### src/rtl/hyperbus_arbiter.sv
// hyperbus_arbiter: shares one hyperbus_fifo user-side port among NREQ requesters.
//   Commands are arbitrated round robin (or fixed priority when HBUS_ARB_FIXED_PRIO_EN
//   is defined) with at most one command every two cycles. Writes are throttled on the
//   TX FIFO ready flag plus a holdoff counter. A tag queue records the issuing requester
//   of every read so returned data is routed back in order.
// Configuration macro: HBUS_ARB_FIXED_PRIO_EN (defined: lowest eligible index wins).
// Ports:
//   clk, rst                 clock, synchronous active-high reset
//   req_rrq/req_wrq          per-requester read/write request levels, held until grant
//   req_adr/req_wdat         packed per-requester address / write data
//   req_gnt                  one-hot 1-cycle grant pulse
//   req_rvalid/req_rdat      one-hot read-data-valid pulse and returned data
//   fifo_rrq/fifo_wrq        command strobes to hyperbus_fifo
//   fifo_adr/fifo_tx_dat     command address / write data
//   fifo_tx_ready            TX FIFO empty indication
//   fifo_rx_dat/rx_valid     returned read data and its valid pulse
//   busy                     reads outstanding
//   err_orphan               sticky: read data returned with no read outstanding
module hyperbus_arbiter #(
  parameter int unsigned NREQ       = 2,
  parameter int unsigned ADDR_WIDTH = 32,
  parameter int unsigned DATA_WIDTH = 32,
  parameter int unsigned TAG_DEPTH  = 4,
  parameter int unsigned WR_HOLDOFF = 4
) (
  input  logic                         clk,
  input  logic                         rst,
  input  logic [NREQ-1:0]              req_rrq,
  input  logic [NREQ-1:0]              req_wrq,
  input  logic [NREQ*ADDR_WIDTH-1:0]   req_adr,
  input  logic [NREQ*DATA_WIDTH-1:0]   req_wdat,
  output logic [NREQ-1:0]              req_gnt,
  output logic [NREQ-1:0]              req_rvalid,
  output logic [DATA_WIDTH-1:0]        req_rdat,
  output logic                         fifo_rrq,
  output logic                         fifo_wrq,
  output logic [ADDR_WIDTH-1:0]        fifo_adr,
  output logic [DATA_WIDTH-1:0]        fifo_tx_dat,
  input  logic                         fifo_tx_ready,
  input  logic [DATA_WIDTH-1:0]        fifo_rx_dat,
  input  logic                         fifo_rx_valid,
  output logic                         busy,
  output logic                         err_orphan
);

  localparam int unsigned IDX_W = (NREQ > 1) ? $clog2(NREQ) : 1;
  localparam int unsigned PTR_W = (TAG_DEPTH > 1) ? $clog2(TAG_DEPTH) : 1;
  localparam int unsigned CNT_W = $clog2(TAG_DEPTH) + 1;
  localparam int unsigned HO_W  = (WR_HOLDOFF > 0) ? $clog2(WR_HOLDOFF + 1) : 1;

  typedef enum logic {S_IDLE = 1'b0, S_ISSUE = 1'b1} state_t;

  state_t state_q, state_d;

  // command side
  logic [NREQ-1:0]       gnt_q, gnt_d;
  logic                  fifo_rrq_q, fifo_rrq_d;
  logic                  fifo_wrq_q, fifo_wrq_d;
  logic [ADDR_WIDTH-1:0] fifo_adr_q, fifo_adr_d;
  logic [DATA_WIDTH-1:0] fifo_tx_dat_q, fifo_tx_dat_d;
  logic [IDX_W-1:0]      win_idx_q, win_idx_d;
  logic [HO_W-1:0]       holdoff_q, holdoff_d;
`ifndef HBUS_ARB_FIXED_PRIO_EN
  logic [IDX_W-1:0]      rr_ptr_q, rr_ptr_d;
  logic [IDX_W-1:0]      cand;
`endif

  // read return side
  logic [IDX_W-1:0]      tag_mem_q [TAG_DEPTH];
  logic [IDX_W-1:0]      tag_mem_d [TAG_DEPTH];
  logic [PTR_W-1:0]      wr_ptr_q, wr_ptr_d;
  logic [PTR_W-1:0]      rd_ptr_q, rd_ptr_d;
  logic [CNT_W-1:0]      tag_cnt_q, tag_cnt_d;
  logic [NREQ-1:0]       rvalid_q, rvalid_d;
  logic [DATA_WIDTH-1:0] rdat_q, rdat_d;
  logic                  busy_q, busy_d;
  logic                  orphan_q, orphan_d;

  // arbitration
  logic                  rd_ok, wr_ok;
  logic [NREQ-1:0]       elig_rd, elig;
  logic                  win_found;
  logic [IDX_W-1:0]      win_idx;
  logic                  win_is_rd;
  logic                  push, pop, orphan_evt;

  function automatic logic [PTR_W-1:0] ptr_inc(input logic [PTR_W-1:0] p);
    return (p == PTR_W'(TAG_DEPTH - 1)) ? '0 : p + PTR_W'(1);
  endfunction

  // A pop in this cycle frees a tag slot before the granted read is pushed in ISSUE.
  always_comb begin : eligibility
    rd_ok   = (tag_cnt_q < CNT_W'(TAG_DEPTH)) || fifo_rx_valid;
    wr_ok   = fifo_tx_ready && (holdoff_q == '0);
    elig_rd = req_rrq & {NREQ{rd_ok}};
    elig    = elig_rd | (req_wrq & {NREQ{wr_ok}});
  end

  // Winner search.
  always_comb begin : arb_search
    win_found = 1'b0;
    win_idx   = '0;
`ifdef HBUS_ARB_FIXED_PRIO_EN
    // Scan high to low so the lowest eligible index is the last to overwrite.
    for (int i = int'(NREQ) - 1; i >= 0; i--) begin
      if (elig[IDX_W'(i)]) begin
        win_found = 1'b1;
        win_idx   = IDX_W'(i);
      end
    end
`else
    cand = '0;
    for (int k = 1; k <= int'(NREQ); k++) begin
      cand = IDX_W'((int'(rr_ptr_q) + k) % int'(NREQ));
      if (!win_found && elig[cand]) begin
        win_found = 1'b1;
        win_idx   = cand;
      end
    end
`endif
    win_is_rd = elig_rd[win_idx];
  end

  // FSM state register.
  always_ff @(posedge clk) begin
    if (rst) state_q <= S_IDLE;
    else     state_q <= state_d;
  end

  // FSM next state: a grant always takes exactly one ISSUE cycle.
  always_comb begin : fsm_next
    state_d = state_q;
    case (state_q)
      S_IDLE:  if (win_found) state_d = S_ISSUE;
      S_ISSUE: state_d = S_IDLE;
      default: state_d = S_IDLE;
    endcase
  end

  // FSM outputs: strobes and grant are registered so they are high only during ISSUE.
  always_comb begin : fsm_out
    gnt_d         = '0;
    fifo_rrq_d    = 1'b0;
    fifo_wrq_d    = 1'b0;
    fifo_adr_d    = fifo_adr_q;
    fifo_tx_dat_d = fifo_tx_dat_q;
    win_idx_d     = win_idx_q;
    holdoff_d     = (holdoff_q != '0) ? holdoff_q - HO_W'(1) : holdoff_q;
`ifndef HBUS_ARB_FIXED_PRIO_EN
    rr_ptr_d      = rr_ptr_q;
`endif
    if (state_q == S_IDLE && win_found) begin
      gnt_d      = NREQ'(1) << win_idx;
      fifo_rrq_d = win_is_rd;
      fifo_wrq_d = !win_is_rd;
      fifo_adr_d = ADDR_WIDTH'(req_adr >> (ADDR_WIDTH * 32'(win_idx)));
      win_idx_d  = win_idx;
`ifndef HBUS_ARB_FIXED_PRIO_EN
      rr_ptr_d   = win_idx;
`endif
      if (!win_is_rd) begin
        fifo_tx_dat_d = DATA_WIDTH'(req_wdat >> (DATA_WIDTH * 32'(win_idx)));
        holdoff_d     = HO_W'(WR_HOLDOFF);
      end
    end
  end

  // Tag queue and read-data routing.
  always_comb begin : tag_queue
    push       = fifo_rrq_q;
    pop        = fifo_rx_valid && (tag_cnt_q != '0);
    orphan_evt = fifo_rx_valid && (tag_cnt_q == '0);
    tag_mem_d  = tag_mem_q;
    wr_ptr_d   = wr_ptr_q;
    rd_ptr_d   = rd_ptr_q;
    tag_cnt_d  = tag_cnt_q;
    if (push) begin
      tag_mem_d[wr_ptr_q] = win_idx_q;
      wr_ptr_d            = ptr_inc(wr_ptr_q);
    end
    if (pop) rd_ptr_d = ptr_inc(rd_ptr_q);
    case ({push, pop})
      2'b10:   tag_cnt_d = tag_cnt_q + CNT_W'(1);
      2'b01:   tag_cnt_d = tag_cnt_q - CNT_W'(1);
      default: tag_cnt_d = tag_cnt_q;
    endcase
    rvalid_d = pop ? (NREQ'(1) << tag_mem_q[rd_ptr_q]) : '0;
    rdat_d   = pop ? fifo_rx_dat : rdat_q;
    busy_d   = (tag_cnt_d != '0);
    orphan_d = orphan_q | orphan_evt;
  end

  // Datapath registers.
  always_ff @(posedge clk) begin
    if (rst) begin
      gnt_q         <= '0;
      fifo_rrq_q    <= 1'b0;
      fifo_wrq_q    <= 1'b0;
      fifo_adr_q    <= '0;
      fifo_tx_dat_q <= '0;
      win_idx_q     <= '0;
      holdoff_q     <= '0;
`ifndef HBUS_ARB_FIXED_PRIO_EN
      rr_ptr_q      <= IDX_W'(NREQ - 1);
`endif
      wr_ptr_q      <= '0;
      rd_ptr_q      <= '0;
      tag_cnt_q     <= '0;
      rvalid_q      <= '0;
      rdat_q        <= '0;
      busy_q        <= 1'b0;
      orphan_q      <= 1'b0;
    end else begin
      gnt_q         <= gnt_d;
      fifo_rrq_q    <= fifo_rrq_d;
      fifo_wrq_q    <= fifo_wrq_d;
      fifo_adr_q    <= fifo_adr_d;
      fifo_tx_dat_q <= fifo_tx_dat_d;
      win_idx_q     <= win_idx_d;
      holdoff_q     <= holdoff_d;
`ifndef HBUS_ARB_FIXED_PRIO_EN
      rr_ptr_q      <= rr_ptr_d;
`endif
      wr_ptr_q      <= wr_ptr_d;
      rd_ptr_q      <= rd_ptr_d;
      tag_cnt_q     <= tag_cnt_d;
      rvalid_q      <= rvalid_d;
      rdat_q        <= rdat_d;
      busy_q        <= busy_d;
      orphan_q      <= orphan_d;
    end
  end

  // Tag storage needs no reset: an entry is only read after it has been written.
  always_ff @(posedge clk) begin
    tag_mem_q <= tag_mem_d;
  end

  assign req_gnt     = gnt_q;
  assign req_rvalid  = rvalid_q;
  assign req_rdat    = rdat_q;
  assign fifo_rrq    = fifo_rrq_q;
  assign fifo_wrq    = fifo_wrq_q;
  assign fifo_adr    = fifo_adr_q;
  assign fifo_tx_dat = fifo_tx_dat_q;
  assign busy        = busy_q;
  assign err_orphan  = orphan_q;

endmodule
### config.mk
export PLATFORM = sky130hd
export DESIGN_NAME = hyperbus_arbiter
export DESIGN_NICKNAME = d
export VERILOG_FILES = /design/src/rtl/hyperbus_arbiter.sv
export SDC_FILE = /design/constraint.sdc
export NUM_CORES = 1
export LEC_CHECK = 0
export BUFFER_PORTS_ARGS = -buffer_cell sky130_fd_sc_hd__buf_4
export CAP_MARGIN = 20
export CORE_AREA = 2 2 112 114
export CTS_CLUSTER_SIZE = 10
export DETAILED_ROUTE_END_ITERATION = 12
export DIE_AREA = 0 0 114 116
export MAX_ROUTING_LAYER = met4
export PLACE_DENSITY = 0.89
export REMOVE_ABC_BUFFERS = 1
export SLEW_MARGIN = 30
export SYNTH_ARGS = -nofsm -noshare
export SYNTH_HDL_FRONTEND = slang
export SYNTH_SLANG_ARGS = --single-unit
### constraint.sdc
create_clock -name clk -period 3.4 [get_ports clk]
set_clock_uncertainty 0.2 [all_clocks]
set_input_delay 0.51 -clock clk [delete_from_list [all_inputs] [get_ports clk]]
set_output_delay 0.51 -clock clk [all_outputs]
set_load 0.005 [all_outputs]
==> results.yml <==
status:
  status: "finished, final reports clean"
route:
  vias: 5359
  wl_per_cell_um: 16.5
  drcViolationCount: 0
  routed_wl_mm: 16.9
  drt-initial-drc-count: 381
  dr.pass1.iters: 5
  final_antenna_net_count: 0
  vias_per_cell: 5.24
synth:
  synth_area_um2: 5440
  synth-seq-cells: 121
  synth_top_area_frac: 0.430
  synth_top_area_cell: "dfxtp_1"
  ys_seq_area_frac: 0.452
  ys_types: 44
  synthArstFlopShare: 0
  avgSynthCellArea_um2: 8.82
  synthCells: 617
  yosys-top-cells-area: "dfxtp_1 43%, nand2_1 11%, a21oi_1 9.8%"
  dominantRegCellSynth: "dfxtp_1"
  yosys_warnings: 0
  synth_most_common_cell: "nand2_1"
  ys_top_cells_by_count: "165 x nand2_1, 117 x dfxtp_1, 107 x a21oi_1"
  synth_edf_count: 4
grt:
  grt_pass1_wl_mm: 26.1
  grt_max_degree: 67
  grt.total_usage: 0.259
  antenna_found_initial: 0
  grt_pass1_vias: 5283
  gr-total-overflow: 0
layout:
  multiInputGateArea_um2: 2670
  regArea_um2: 2460
  drive_gt1_frac: 0.400
  nets: 1042
  antenna_cells: 0
  final_area_um2: 8040
  areaGrowthSynthToFinish_pct: 47.7
  utilization: 0.675
  nFillCells: 922
  fin_cells: 1023
setup_path:
  worst_path_dominant_cell_family: "compound AO/OA/AOI/OAI gates"
  critical-path-slowest-cell: "o21bai_4"
  endpoint_kind: "flip-flop"
  cp_slowest_stage_delay_ns: 0.57
  r2r_slack_ns: 0.80
  cp_data_arrival_time_ns: 2.74
  criticalPathCategory: "flip-flop to flip-flop"
  r2r-start: "holdoff_q[0]"
  critical_path_depth: 8
  reg2reg_depth: 8
  r2r-end: "fifo_tx_dat[11]"
  cp_cell_sequence: "inv_1, ha_1, and4b_4, a21oi_1, o21bai_4, buf_4, nand2_1, a31oi_4"
  critPathLaunchType: "flip-flop"
  cp_num_buf_inv: 2
  required_ns: 3.54
  cp_max_fo: 29
sta:
  setup_ws_ns: 0.799
  rsz0062_at_grt: "false"
  worst_slew_pin_slew_ns: 0.667
  max_freq_mhz: 384
  setup_viol: 0
  slew_headroom: 0.554
  min_period_ns: 2.60
  maxSlewViolCount: 0
  worst_hold_slack_ns: 0.150
  finalHoldViolCount: 0
  period_share: 0.765
die:
  die_y_um: 116
  die_x_um: 114
  start_util: 0.457
  die-area_um2: 13200
  core_um2: 11900
  io_pins: 272
  rows: 40
power:
  p_leak_nw: 3.60
  peakVddDrop_mv: 0.296
  cellPowerDensity_nw_per_um2: 671
clock_tree:
  tritoncts: "done"
  ctsRootBufferMaster: "clkbuf_16"
  insertion_delay_ns: 0.41
  h-tree-depth: 4
  cts_made_buffers: 17
  cts_resized: 0
  clock_path_buffers: 2
  cts_setup_buffers: 0
  cts.sinks: 121
  path_clk_slew_ns: 0.06
  postCtsHoldBufs: 0
min_path:
  hold_path_class: "input port to flip-flop"
  hp-start: "req_adr[21]"
  min_path_cells: 3
  min_to: "fifo_adr[21]"
placed_design:
  numPortBuffers: 271
  placed_area_um2: 7490
  gp_congestion: 0.801
  dp.cells: 993
  dpl_worst_slack_ns: 0.841
  place_hpwl_mm: 11.5
run:
  maxCapViolCount: 0
## worst register-to-register path, cell delays in order, from the launching register on
cell and delay (ns):
dfxtp_1 0.32, inv_1 0.09, ha_1 0.23, and4b_4 0.27
a21oi_1 0.10, o21bai_4 0.57, buf_4 0.42, nand2_1 0.15
a31oi_4 0.18
## metrics by stage
step / power [mW] / setup TNS (ns)
floorplan: 2.88 / -30.10
global placement: 3.68 / 0
detailed placement: 3.73 / 0
CTS: 5.43 / 0
global route: 5.70 / 0
finish: 5.39 / 0
## final cells by class
| type | instances | share of cell area |
|---|---|---|
| multi-input cells | 433 | 0.332 |
| flip-flops and latches | 121 | 0.306 |
| repair buffers | 281 | 0.265 |
| clock buffers | 22 | 0.0590 |
| well taps | 147 | 0.0229 |
| clock inverters | 8 | 0.00902 |
| inverters | 11 | 0.00545 |
## sequential cells by signal, indices dropped and copies added (netlist names)
signal	count
req_rvalid	2
state_q	1
busy	1
tag_cnt_q	3
req_rdat	32
win_idx_q	1
fifo_tx_dat	32
rr_ptr_q	1
fifo_adr	32
err_orphan	1
tag_mem_q	4
wr_ptr_q	2
fifo_rrq	1
holdoff_q	3
rd_ptr_q	2
req_gnt	2
fifo_wrq	1
## power breakdown
group          switching [mW]  internal [mW]
logic                   0.991          0.842
clock network           0.619           1.05
registers               0.177           1.71
total                    1.79           3.60
## cells in the final DEF (no fill, tap or decap), types with 2 or more instances in the layout
| cell | instances |
|---|---|
| a31oi_4 | 20 |
| nor3_1 | 8 |
| a21oi_1 | 106 |
| dfxtp_1 | 117 |
| edfxtp_1 | 4 |
| nor2_1 | 14 |
| and2_1 | 5 |
| clkbuf_1 | 2 |
| xor2_1 | 2 |
| nand2b_1 | 2 |
| ha_1 | 8 |
| clkinvlp_4 | 3 |
| clkbuf_16 | 17 |
| o31ai_1 | 32 |
| a31oi_1 | 3 |
| mux2i_1 | 2 |
| buf_4 | 279 |
| o21ai_0 | 33 |
| clkbuf_8 | 3 |
| xnor2_1 | 2 |
| a31oi_2 | 10 |
| buf_12 | 2 |
| clkinv_2 | 4 |
| nand2_1 | 165 |
| a21o_1 | 2 |
| inv_1 | 9 |
## kinds of logic (layout without fill, tap and decap cells)
logic type | after synthesis | after routing | share of synthesized area
flip-flops | 121 | 121 | 0.452
buffers and inverters | 63 | 322 | 0.0600
AO/OA/AOI/OAI | 215 | 215 | 0.297
multiplexers | 3 | 3 | 0.00781
adder cells (fa/ha/maj) | 9 | 9 | 0.0221
AND/OR/NAND/NOR | 202 | 202 | 0.154
XOR/XNOR | 4 | 4 | 0.00644
## worst max path at each step
stage | from | to
finish | holdoff_q[0] | fifo_tx_dat[11]
detailed placement | holdoff_q[0] | fifo_tx_dat[11]
global route | holdoff_q[0] | fifo_tx_dat[11]
CTS | holdoff_q[0] | fifo_tx_dat[21]
floorplan | fifo_rx_valid | fifo_tx_dat[21]
global placement | fifo_rx_valid | fifo_tx_dat[11]
## routing by layer
metal  vias up  wire (µm)  share of wire  global-route usage
met4         0        340          0.020               0.105
met5         -          0              0                   -
met1      2478       6360           0.38               0.280
met3        30       1580          0.094              0.0905
li1       2623          -              -                   -
met2       228       8590           0.51               0.437
(Power assumes the default switching activity.)
